`src/rtl/goc_pwm_tx_pkg.sv`:
```
// Shared types and defaults for the GOC pulse-width-modulated transmitter.
package goc_pwm_tx_pkg;

    // Default timing-unit width and symbol shape.
    localparam int DEF_SPEED_W    = 22;
    localparam int DEF_UNITS_SYM  = 4;
    localparam int DEF_UNITS_ONE  = 3;
    localparam int DEF_UNITS_ZERO = 1;
    localparam int DEF_STOP_UNITS = 8;

    // Level driven on the pad whenever no high phase is in progress.
    localparam logic PWM_IDLE = 1'b0;

    typedef enum logic [2:0] {
        ST_IDLE     = 3'd0,
        ST_FETCH    = 3'd1,
        ST_SYM_HIGH = 3'd2,
        ST_SYM_LOW  = 3'd3,
        ST_STOP     = 3'd4,
        ST_DONE     = 3'd5
    } state_e;

    // Unit counter width: must count 0..max(sym,stop)-1, never narrower than 3 bits.
    function automatic int unit_cnt_width(input int units_sym, input int stop_units);
        int m;
        int w;
        m = (units_sym > stop_units) ? units_sym : stop_units;
        w = $clog2(m);
        return (w < 3) ? 3 : w;
    endfunction

endpackage

```
`src/rtl/goc_pwm_tx_unit_timer.sv`:
```
// Timing-unit generator: pulses unit_tick once every unit_len clocks while enabled.
module goc_pwm_tx_unit_timer #(
    parameter int SPEED_W = 22
) (
    input  logic               clk,
    input  logic               reset,
    input  logic               en,
    input  logic               clear,
    input  logic [SPEED_W-1:0] unit_len,
    output logic               unit_tick
);

    localparam logic [SPEED_W-1:0] LEN_ONE = SPEED_W'(1);

    logic [SPEED_W-1:0] cnt_q;
    logic [SPEED_W-1:0] cnt_d;

    // Down-counter reloads to unit_len-1 on a tick, when idle, or when the phase changes.
    always_comb begin
        unit_tick = en && (cnt_q == '0);
        if (clear || !en || unit_tick) begin
            cnt_d = unit_len - LEN_ONE;
        end else begin
            cnt_d = cnt_q - LEN_ONE;
        end
    end

    // Counter register.
    always_ff @(posedge clk) begin
        if (reset) begin
            cnt_q <= '0;
        end else begin
            cnt_q <= cnt_d;
        end
    end

endmodule

```
`src/rtl/goc_pwm_tx.sv`:
```
// GOC optical PWM serialiser: pops bytes from a show-ahead source and emits them MSB
// first as fixed-length symbols whose high time encodes the bit value.
module goc_pwm_tx
    import goc_pwm_tx_pkg::*;
#(
    parameter int SPEED_W    = DEF_SPEED_W,
    parameter int UNITS_SYM  = DEF_UNITS_SYM,
    parameter int UNITS_ONE  = DEF_UNITS_ONE,
    parameter int UNITS_ZERO = DEF_UNITS_ZERO,
    parameter int STOP_UNITS = DEF_STOP_UNITS
) (
    input  logic               clk,
    input  logic               reset,
    input  logic [7:0]         fifo_din,
    output logic               fifo_re,
    input  logic               fifo_empty,
    input  logic               start_tx,
    input  logic [SPEED_W-1:0] base_counter,
    output logic               pwm_out,
    output logic               busy,
    output logic               tx_done
);

    localparam int UW = unit_cnt_width(UNITS_SYM, STOP_UNITS);

    localparam logic [UW-1:0]      ONE_LAST  = UW'(UNITS_ONE - 1);
    localparam logic [UW-1:0]      ZERO_LAST = UW'(UNITS_ZERO - 1);
    localparam logic [UW-1:0]      SYM_LAST  = UW'(UNITS_SYM - 1);
    localparam logic [UW-1:0]      STOP_LAST = UW'(STOP_UNITS - 1);
    localparam logic [UW-1:0]      CNT_ONE   = UW'(1);
    localparam logic [SPEED_W-1:0] LEN_ONE   = SPEED_W'(1);

    state_e             state_q, state_d;
    logic [7:0]         shift_q, shift_d;
    logic [2:0]         bit_idx_q, bit_idx_d;
    logic [UW-1:0]      unit_cnt_q, unit_cnt_d;
    logic [SPEED_W-1:0] unit_len_q, unit_len_d;

    logic pwm_q, pwm_d;
    logic fifo_re_q, fifo_re_d;
    logic busy_q, busy_d;
    logic tx_done_q, tx_done_d;

    logic          unit_tick;
    logic          timer_en;
    logic          timer_clear;
    logic [UW-1:0] high_last;

    assign high_last   = shift_q[7] ? ONE_LAST : ZERO_LAST;
    assign timer_en    = (state_q == ST_SYM_HIGH) || (state_q == ST_SYM_LOW) ||
                         (state_q == ST_STOP);
    assign timer_clear = (state_d != state_q);

    goc_pwm_tx_unit_timer #(
        .SPEED_W (SPEED_W)
    ) u_unit_timer (
        .clk       (clk),
        .reset     (reset),
        .en        (timer_en),
        .clear     (timer_clear),
        .unit_len  (unit_len_q),
        .unit_tick (unit_tick)
    );

    // State register.
    always_ff @(posedge clk) begin
        if (reset) begin
            state_q <= ST_IDLE;
        end else begin
            state_q <= state_d;
        end
    end

    // Next-state and datapath: frame sequencing, bit shifting and unit counting.
    always_comb begin
        state_d    = state_q;
        shift_d    = shift_q;
        bit_idx_d  = bit_idx_q;
        unit_cnt_d = unit_cnt_q;
        unit_len_d = unit_len_q;
        case (state_q)
            ST_IDLE: begin
                // A start with nothing queued is dropped; unit length is frozen for the frame.
                if (start_tx && !fifo_empty) begin
                    state_d    = ST_FETCH;
                    unit_len_d = (base_counter == '0) ? LEN_ONE : base_counter;
                end
            end
            ST_FETCH: begin
                shift_d    = fifo_din;
                bit_idx_d  = 3'd7;
                unit_cnt_d = '0;
                state_d    = ST_SYM_HIGH;
            end
            ST_SYM_HIGH: begin
                // The unit count carries on into the low phase so the symbol length stays fixed.
                if (unit_tick) begin
                    unit_cnt_d = unit_cnt_q + CNT_ONE;
                    if (unit_cnt_q == high_last) begin
                        state_d = ST_SYM_LOW;
                    end
                end
            end
            ST_SYM_LOW: begin
                if (unit_tick) begin
                    if (unit_cnt_q == SYM_LAST) begin
                        unit_cnt_d = '0;
                        if (bit_idx_q != 3'd0) begin
                            bit_idx_d = bit_idx_q - 3'd1;
                            shift_d   = {shift_q[6:0], 1'b0};
                            state_d   = ST_SYM_HIGH;
                        end else if (!fifo_empty) begin
                            state_d = ST_FETCH;
                        end else begin
                            state_d = ST_STOP;
                        end
                    end else begin
                        unit_cnt_d = unit_cnt_q + CNT_ONE;
                    end
                end
            end
            ST_STOP: begin
                if (unit_tick) begin
                    if (unit_cnt_q == STOP_LAST) begin
                        unit_cnt_d = '0;
                        state_d    = ST_DONE;
                    end else begin
                        unit_cnt_d = unit_cnt_q + CNT_ONE;
                    end
                end
            end
            ST_DONE: begin
                state_d = ST_IDLE;
            end
            default: begin
                state_d = ST_IDLE;
            end
        endcase
    end

    // Outputs are decoded from the next state so the registered copies line up with state_q.
    always_comb begin
        pwm_d     = PWM_IDLE;
        fifo_re_d = 1'b0;
        busy_d    = (state_d != ST_IDLE);
        tx_done_d = 1'b0;
        case (state_d)
            ST_FETCH:    fifo_re_d = 1'b1;
            ST_SYM_HIGH: pwm_d     = ~PWM_IDLE;
            ST_DONE:     tx_done_d = 1'b1;
            default:     pwm_d     = PWM_IDLE;
        endcase
    end

    // Datapath and output registers.
    always_ff @(posedge clk) begin
        if (reset) begin
            shift_q    <= '0;
            bit_idx_q  <= '0;
            unit_cnt_q <= '0;
            unit_len_q <= LEN_ONE;
            pwm_q      <= PWM_IDLE;
            fifo_re_q  <= 1'b0;
            busy_q     <= 1'b0;
            tx_done_q  <= 1'b0;
        end else begin
            shift_q    <= shift_d;
            bit_idx_q  <= bit_idx_d;
            unit_cnt_q <= unit_cnt_d;
            unit_len_q <= unit_len_d;
            pwm_q      <= pwm_d;
            fifo_re_q  <= fifo_re_d;
            busy_q     <= busy_d;
            tx_done_q  <= tx_done_d;
        end
    end

    assign pwm_out = pwm_q;
    assign fifo_re = fifo_re_q;
    assign busy    = busy_q;
    assign tx_done = tx_done_q;

    // The unit counter may only return to zero together with a phase change, never by wrapping.
    assert property (@(posedge clk) disable iff (reset)
        !(unit_tick && (unit_cnt_q != '0) && (unit_cnt_d == '0) && (state_d == state_q)));

endmodule

```
`config.mk`:
```
export PLATFORM = sky130hd
export DESIGN_NAME = goc_pwm_tx
export DESIGN_NICKNAME = d
export VERILOG_FILES = /design/src/rtl/goc_pwm_tx_pkg.sv /design/src/rtl/goc_pwm_tx_unit_timer.sv /design/src/rtl/goc_pwm_tx.sv
export SDC_FILE = /design/constraint.sdc
export NUM_CORES = 1
export LEC_CHECK = 0
export CAP_MARGIN = 10
export CORE_MARGIN = 2
export CORE_UTILIZATION = 45
export CTS_CLUSTER_DIAMETER = 80
export DETAILED_ROUTE_END_ITERATION = 10
export PLACE_DENSITY_LB_ADDON = 0.15
export SLEW_MARGIN = 20
export SYNTH_ARGS = -nofsm -noshare
export SYNTH_HDL_FRONTEND = slang
export SYNTH_SLANG_ARGS = --single-unit
```
`constraint.sdc`:
```
create_clock -name clk -period 10.7 [get_ports clk]
set_input_delay 2.14 -clock clk [delete_from_list [all_inputs] [get_ports clk]]
set_output_delay 2.14 -clock clk [all_outputs]
set_load 0.005 [all_outputs]
```
==> impl_metrics.env, run 1 <==
export IMPL_outcome="completed"
export IMPL_slew_headroom=0.4821
export IMPL_gr_usage_all_layers=0.1867
export IMPL_antenna_left=0
export IMPL_grt_max_degree=53
export IMPL_start_util=0.4652
export IMPL_holdCritPathClass="flip-flop to flip-flop"
export IMPL_via_per_inst=5.453
export IMPL_drt_pass1_iterations=4
export IMPL_dieArea_um2=8207
export IMPL_io_buffers=37
export IMPL_synth_top_area_share=0.3856
export IMPL_cts_resized=0
export IMPL_max_freq_ghz=0.2521
export IMPL_num_nets_final=482
export IMPL_power_density_nw_per_um2=152.4
export IMPL_critPathKind="flip-flop to flip-flop"
export IMPL_drc=0
export IMPL_finClkSkew_ns=0.007275
export IMPL_power_w=0.0005987
export IMPL_required_ns=10.92
export IMPL_worst_pin_slew_ns=0.7553
export IMPL_period_share=0.3708
export IMPL_yosysWarnings=0
export IMPL_insertion_delay_ns=0.33
export IMPL_leakagePower_nw=1.486
export IMPL_n_antenna_cell=0
export IMPL_crit_arrival_ns=4.18
export IMPL_drv_cap=0
export IMPL_final_layout_size_suffix_gt1_frac=0.06306
export IMPL_htree_levels=3
export IMPL_syn_mean_instance_area_um2=8.230
export IMPL_routedWlPerCell_um=13.71
export IMPL_grt_overflow=0
export IMPL_syn_cell_area_um2=3374
export IMPL_place_hpwl_mm=5.298
export IMPL_seq_area_frac_synth=0.3856
export IMPL_synthesis_instances=410
export IMPL_core_um2=7253
export IMPL_critPathMaxFanout=29
export IMPL_synth_area_leaders="dfxtp_1, nand2_1, xnor2_1, nor2_1, a21oi_1"
export IMPL_hold_violations=0
export IMPL_cts_tree="built"
export IMPL_cts_made_buffers=9
export IMPL_slew_violations=0
export IMPL_die_w_um=90.60
export IMPL_yosys_top_cells_count="nand2_1, dfxtp_1, nor2_1"
export IMPL_synth_flop_cell="dfxtp_1"
export IMPL_end_kind="flip-flop"
export IMPL_synth_edf_count=0
export IMPL_io_pins=38
export IMPL_fin_setup_tns_ns=0
export IMPL_period_minus_slack_ns=3.967
export IMPL_cts_hold_buf=0
export IMPL_path_clk_slew_ns=0.07
export IMPL_die_height_um=90.60
export IMPL_cts_setup_buffers=0
export IMPL_clock_sinks=65
export IMPL_clockBufferDepth=2
export IMPL_syn_to_final_growth_pct=16.43
export IMPL_synth_largest_area_cell="dfxtp_1"
export IMPL_syn_nets=451
export IMPL_rsz0062_at_grt="false"
export IMPL_startpoint_type="flip-flop"
export IMPL_ys_async_sr_fraction=0
export IMPL_peakVddDrop_uv=77.58
export IMPL_setup_violations=0
export IMPL_fill_cells=746
export IMPL_totalWireLength_mm=7.442
export IMPL_antenna_found_initial=0
export IMPL_ys_ff_latch=65
export IMPL_via_count=2961
export IMPL_ys_types=59
export IMPL_drt_iter0_drc=109
export IMPL_gp_congestion=0.7842
export IMPL_synth_most_common_cell="nand2_1"
export IMPL_row_count=31
export IMPL_grt_pass1_wl_mm=12.48
export IMPL_root_buffer="clkbuf_8"
export IMPL_grt_pass1_vias=2717
layout by cell type (no fill, tap or decap), types with 4 or more instances in the layout:
cell / count
nand3_1: 4
inv_1: 7
nor2_1: 46
nor3_1: 19
xnor2_1: 20
clkbuf_1: 4
a211oi_1: 9
o22ai_1: 6
dfxtp_1: 65
clkbuf_8: 9
nand2b_1: 7
a21oi_1: 26
mux2i_1: 12
xor2_1: 11
and2_1: 5
nand2_1: 73
clkdlybuf4s50_1: 36
ha_1: 7
a311oi_1: 9
nor4_1: 16
path summary, 6_finish.rpt:
kind,startpoint,endpoint,slack (ns),depth (start not counted)
max,u_unit_timer.cnt_q[18],u_unit_timer.cnt_q[14],6.73,11
min,shift_q[2],shift_q[3],0.48,2
max reg2reg,u_unit_timer.cnt_q[18],u_unit_timer.cnt_q[14],6.73,11
min reg2reg,shift_q[2],shift_q[3],0.48,2
cell type report:
cell class                 count  area (µm²)  area share
multi-input combinational    319        1953      0.4971
tap                           99       123.9     0.03153
inverter                       7       26.28    0.006688
timing repair buffer          39       380.4     0.09682
sequential                    65        1301      0.3312
clock inverter                 1       5.005    0.001274
clock buffer                  13       138.9     0.03535
registers in the layout, summed over array words and instances (netlist names):
| signal | flops |
|---|---|
| busy | 1 |
| u_unit_timer.cnt_q | 22 |
| fifo_re | 1 |
| state_q | 3 |
| pwm_out | 1 |
| unit_len_q | 22 |
| tx_done | 1 |
| bit_idx_q | 3 |
| shift_q | 8 |
| unit_cnt_q | 3 |
power breakdown:
| part | switching [W] | total, W | internal (W) | leakage [nW] |
|---|---|---|---|---|
| Combinational | 0.0000850 | 0.000154 | 0.0000688 | 0.883 |
| Sequential | 0.0000182 | 0.000280 | 0.000262 | 0.530 |
| Clock | 0.0000837 | 0.000165 | 0.0000816 | 0.0733 |
layer usage:
layer / vias up / track usage / share of wire
li1: 1514 / - / -
met1: 1372 / 0.2330 / 0.47
met2: 68 / 0.3147 / 0.47
met3: 7 / 0.03756 / 0.044
met4: 0 / 0.07564 / 0.011
met5: - / 0 / 0
worst max-delay path, stage by stage (launching register included):
cell and delay, ns:
dfxtp_1 0.34, nor4_1 0.63, nand4b_1 0.25, o22ai_2 0.16, buf_4 0.37, mux2i_1 0.27
ha_1 0.29, nor4b_1 0.45, mux2i_1 0.38, nor4_1 0.34, xor2_1 0.13, o211a_1 0.23
cell families after synthesis:
group / share of synthesized area
multiplexers: 0.03893
AND/OR/NAND/NOR: 0.2833
buffers and inverters: 0.03560
flip-flops: 0.3856
adder cells (fa/ha/maj): 0.02595
AO/OA/AOI/OAI: 0.1502
XOR/XNOR: 0.08046
through the flow:
step	instances	worst slack, ns	instance area (µm²)	util	hold WS [ns]
finish	543	6.733	3929	0.5417	0.4756
detailed placement	529	6.365	3785	0.5218	0.4666
global route	543	6.323	3929	0.5417	0.4950
CTS	543	6.654	3929	0.5417	0.4765
global placement	529	6.491	3785	0.5218	0.4591
floorplan	410	7.255	3374	-	0.4329
Power figures use the tool's default switching activity.
==> run 2: changes to the inputs <==
==> constraint.sdc (replaced) <==
create_clock -name clk -period 3.3 [get_ports clk]
set_input_delay 0.66 -clock clk [delete_from_list [all_inputs] [get_ports clk]]
set_output_delay 0.66 -clock clk [all_outputs]
set_load 0.005 [all_outputs]
==> impl_metrics.env, run 2 (synthesis results as in run 1) <==
export IMPL_grt_overflow=0
export IMPL_antenna_left=0
export IMPL_antenna_found_initial=0
export IMPL_grt_max_degree=36
export IMPL_via_count=2981
export IMPL_finClkSkew_ns=0.006322
export IMPL_drv_cap=0
export IMPL_n_antenna_cell=0
export IMPL_insertion_delay_ns=0.34
export IMPL_gp_congestion=0.8463
export IMPL_drt_pass1_iterations=4
export IMPL_path_clk_slew_ns=0.07
export IMPL_num_nets_final=491
export IMPL_io_buffers=37
export IMPL_clock_sinks=65
export IMPL_end_kind="flip-flop"
export IMPL_die_height_um=90.60
export IMPL_root_buffer="clkbuf_8"
export IMPL_rsz0062_at_grt="false"
export IMPL_cts_made_buffers=9
export IMPL_required_ns=3.59
export IMPL_clockBufferDepth=2
export IMPL_core_um2=7253
export IMPL_grt_pass1_vias=2809
export IMPL_dieArea_um2=8207
export IMPL_setup_violations=0
export IMPL_totalWireLength_mm=7.632
export IMPL_r2r_end="u_unit_timer.cnt_q[14]"
export IMPL_fin_ws_ns=0.2944
export IMPL_hold_violations=0
export IMPL_reg_top3="u_unit_timer.cnt_q x22, unit_len_q x22, shift_q x8"
export IMPL_period_share=0.9108
export IMPL_crit_arrival_ns=3.29
export IMPL_drt_iter0_drc=153
export IMPL_drc=0
export IMPL_outcome="completed"
export IMPL_htree_levels=3
export IMPL_final_layout_size_suffix_gt1_frac=0.1011
export IMPL_critPathMaxFanout=8
export IMPL_min_delay_start="unit_len_q[19]"
export IMPL_dpl_cell_area_um2=3865
export IMPL_max_freq_ghz=0.3327
export IMPL_worstReg2RegStart="u_unit_timer.cnt_q[3]"
export IMPL_row_count=31
export IMPL_dpl_worst_slack_ns=0.05708
export IMPL_io_pins=38
export IMPL_whs_path_depth=2
export IMPL_period_minus_slack_ns=3.006
export IMPL_post_route_cell_area_um2=4105
export IMPL_reg2regPathDepth=11
export IMPL_cts_tree="built"
export IMPL_slew_headroom=0.5147
export IMPL_final_cell_mix="nand2_1, dfxtp_1, nor2_1"
export IMPL_slew_violations=0
export IMPL_fin_setup_tns_ns=0
export IMPL_grt_pass1_wl_mm=12.99
export IMPL_crit_start="u_unit_timer.cnt_q[3]"
export IMPL_place_hpwl_mm=5.509
export IMPL_rrSetupSlack_ns=0.29
export IMPL_layout_commonest_cell="nand2_1"
export IMPL_leakagePower_nw=1.571
export IMPL_peakVddDrop_uv=186.5
export IMPL_syn_to_final_growth_pct=21.65
export IMPL_hold_end="unit_len_q[19]"
export IMPL_power_density_nw_per_um2=525.0
export IMPL_startpoint_type="flip-flop"
export IMPL_critPathKind="flip-flop to flip-flop"
export IMPL_start_util=0.4652
export IMPL_die_w_um=90.60
export IMPL_holdCritPathClass="flip-flop to flip-flop"
export IMPL_routedWlPerCell_um=13.78
export IMPL_worst_pin_slew_ns=0.7280
export IMPL_cts_setup_buffers=0
export IMPL_gr_usage_all_layers=0.1950
export IMPL_via_per_inst=5.381
[run 2: cell count changes in the layout (fill, tap and decap cells not counted), moves of 2 or more]
cell | before | now
buf_4 | 2 | 11
clkbuf_1 | 4 | 2
clkbuf_8 | 9 | 12
nor4_1 | 16 | 14
[run 2: how the worst max path moves through the flow]
| stage | to | slack [ns] |
|---|---|---|
| floorplan | u_unit_timer.cnt_q[14] | 0.005 |
| global placement | u_unit_timer.cnt_q[14] | 0.20 |
| detailed placement | u_unit_timer.cnt_q[14] | 0.06 |
| CTS | u_unit_timer.cnt_q[14] | 0.03 |
| global route | u_unit_timer.cnt_q[14] | 0.01 |
| finish | u_unit_timer.cnt_q[14] | 0.29 |
[run 2: final cells by class]
type	instances	area, µm²
fill	708	3148
multi-input combinational	319	1998
sequential	65	1301
timing repair buffer	48	447.9
clock buffer	14	172.7
tap	99	123.9
clock inverter	2	35.03
inverter	7	26.28
[run 2: per-stage QoR]
| stage | total power, W | cells | utilization | hold slack, ns |
|---|---|---|---|---|
| floorplan | 0.001294 | 410 | - | 0.4329 |
| global placement | 0.001437 | 538 | 0.5329 | 0.4490 |
| detailed placement | 0.001444 | 538 | 0.5329 | 0.4559 |
| CTS | 0.002157 | 554 | 0.5615 | 0.4650 |
| global route | 0.002282 | 554 | 0.5660 | 0.4824 |
| finish | 0.002155 | 554 | 0.5660 | 0.4626 |
[run 2: timing repair]
item / CTS / global route
gates resized for setup: 0 / 5
endpoints found under the hold margin: 0 / 0
hold buffers: 0 / 0
setup endpoints to repair: 0 / 6
[run 2: layer usage]
layer,vias to the layer above,routed length [µm],global-route usage
met5,-,0,0
met4,0,78,0.06795
met3,9,309,0.04508
met2,68,3575,0.3259
met1,1366,3669,0.2465
li1,1538,-,-
[run 2: critical path, cell delays in order (launching register included)]
cell	delay, ns
dfxtp_1	0.34
nor4_1	0.43
nand3_1	0.21
o22ai_2	0.23
mux2i_1	0.26
ha_1	0.28
nand2b_1	0.14
nor3_2	0.21
mux2i_2	0.20
or4_1	0.43
nand3_1	0.09
o211a_1	0.14
[run 2: where the power goes]
group / switching, W / internal [W]
clock network: 0.000301 / 0.000411
registers: 0.0000629 / 0.000848
logic: 0.000284 / 0.000249
total: 0.000647 / 0.00151
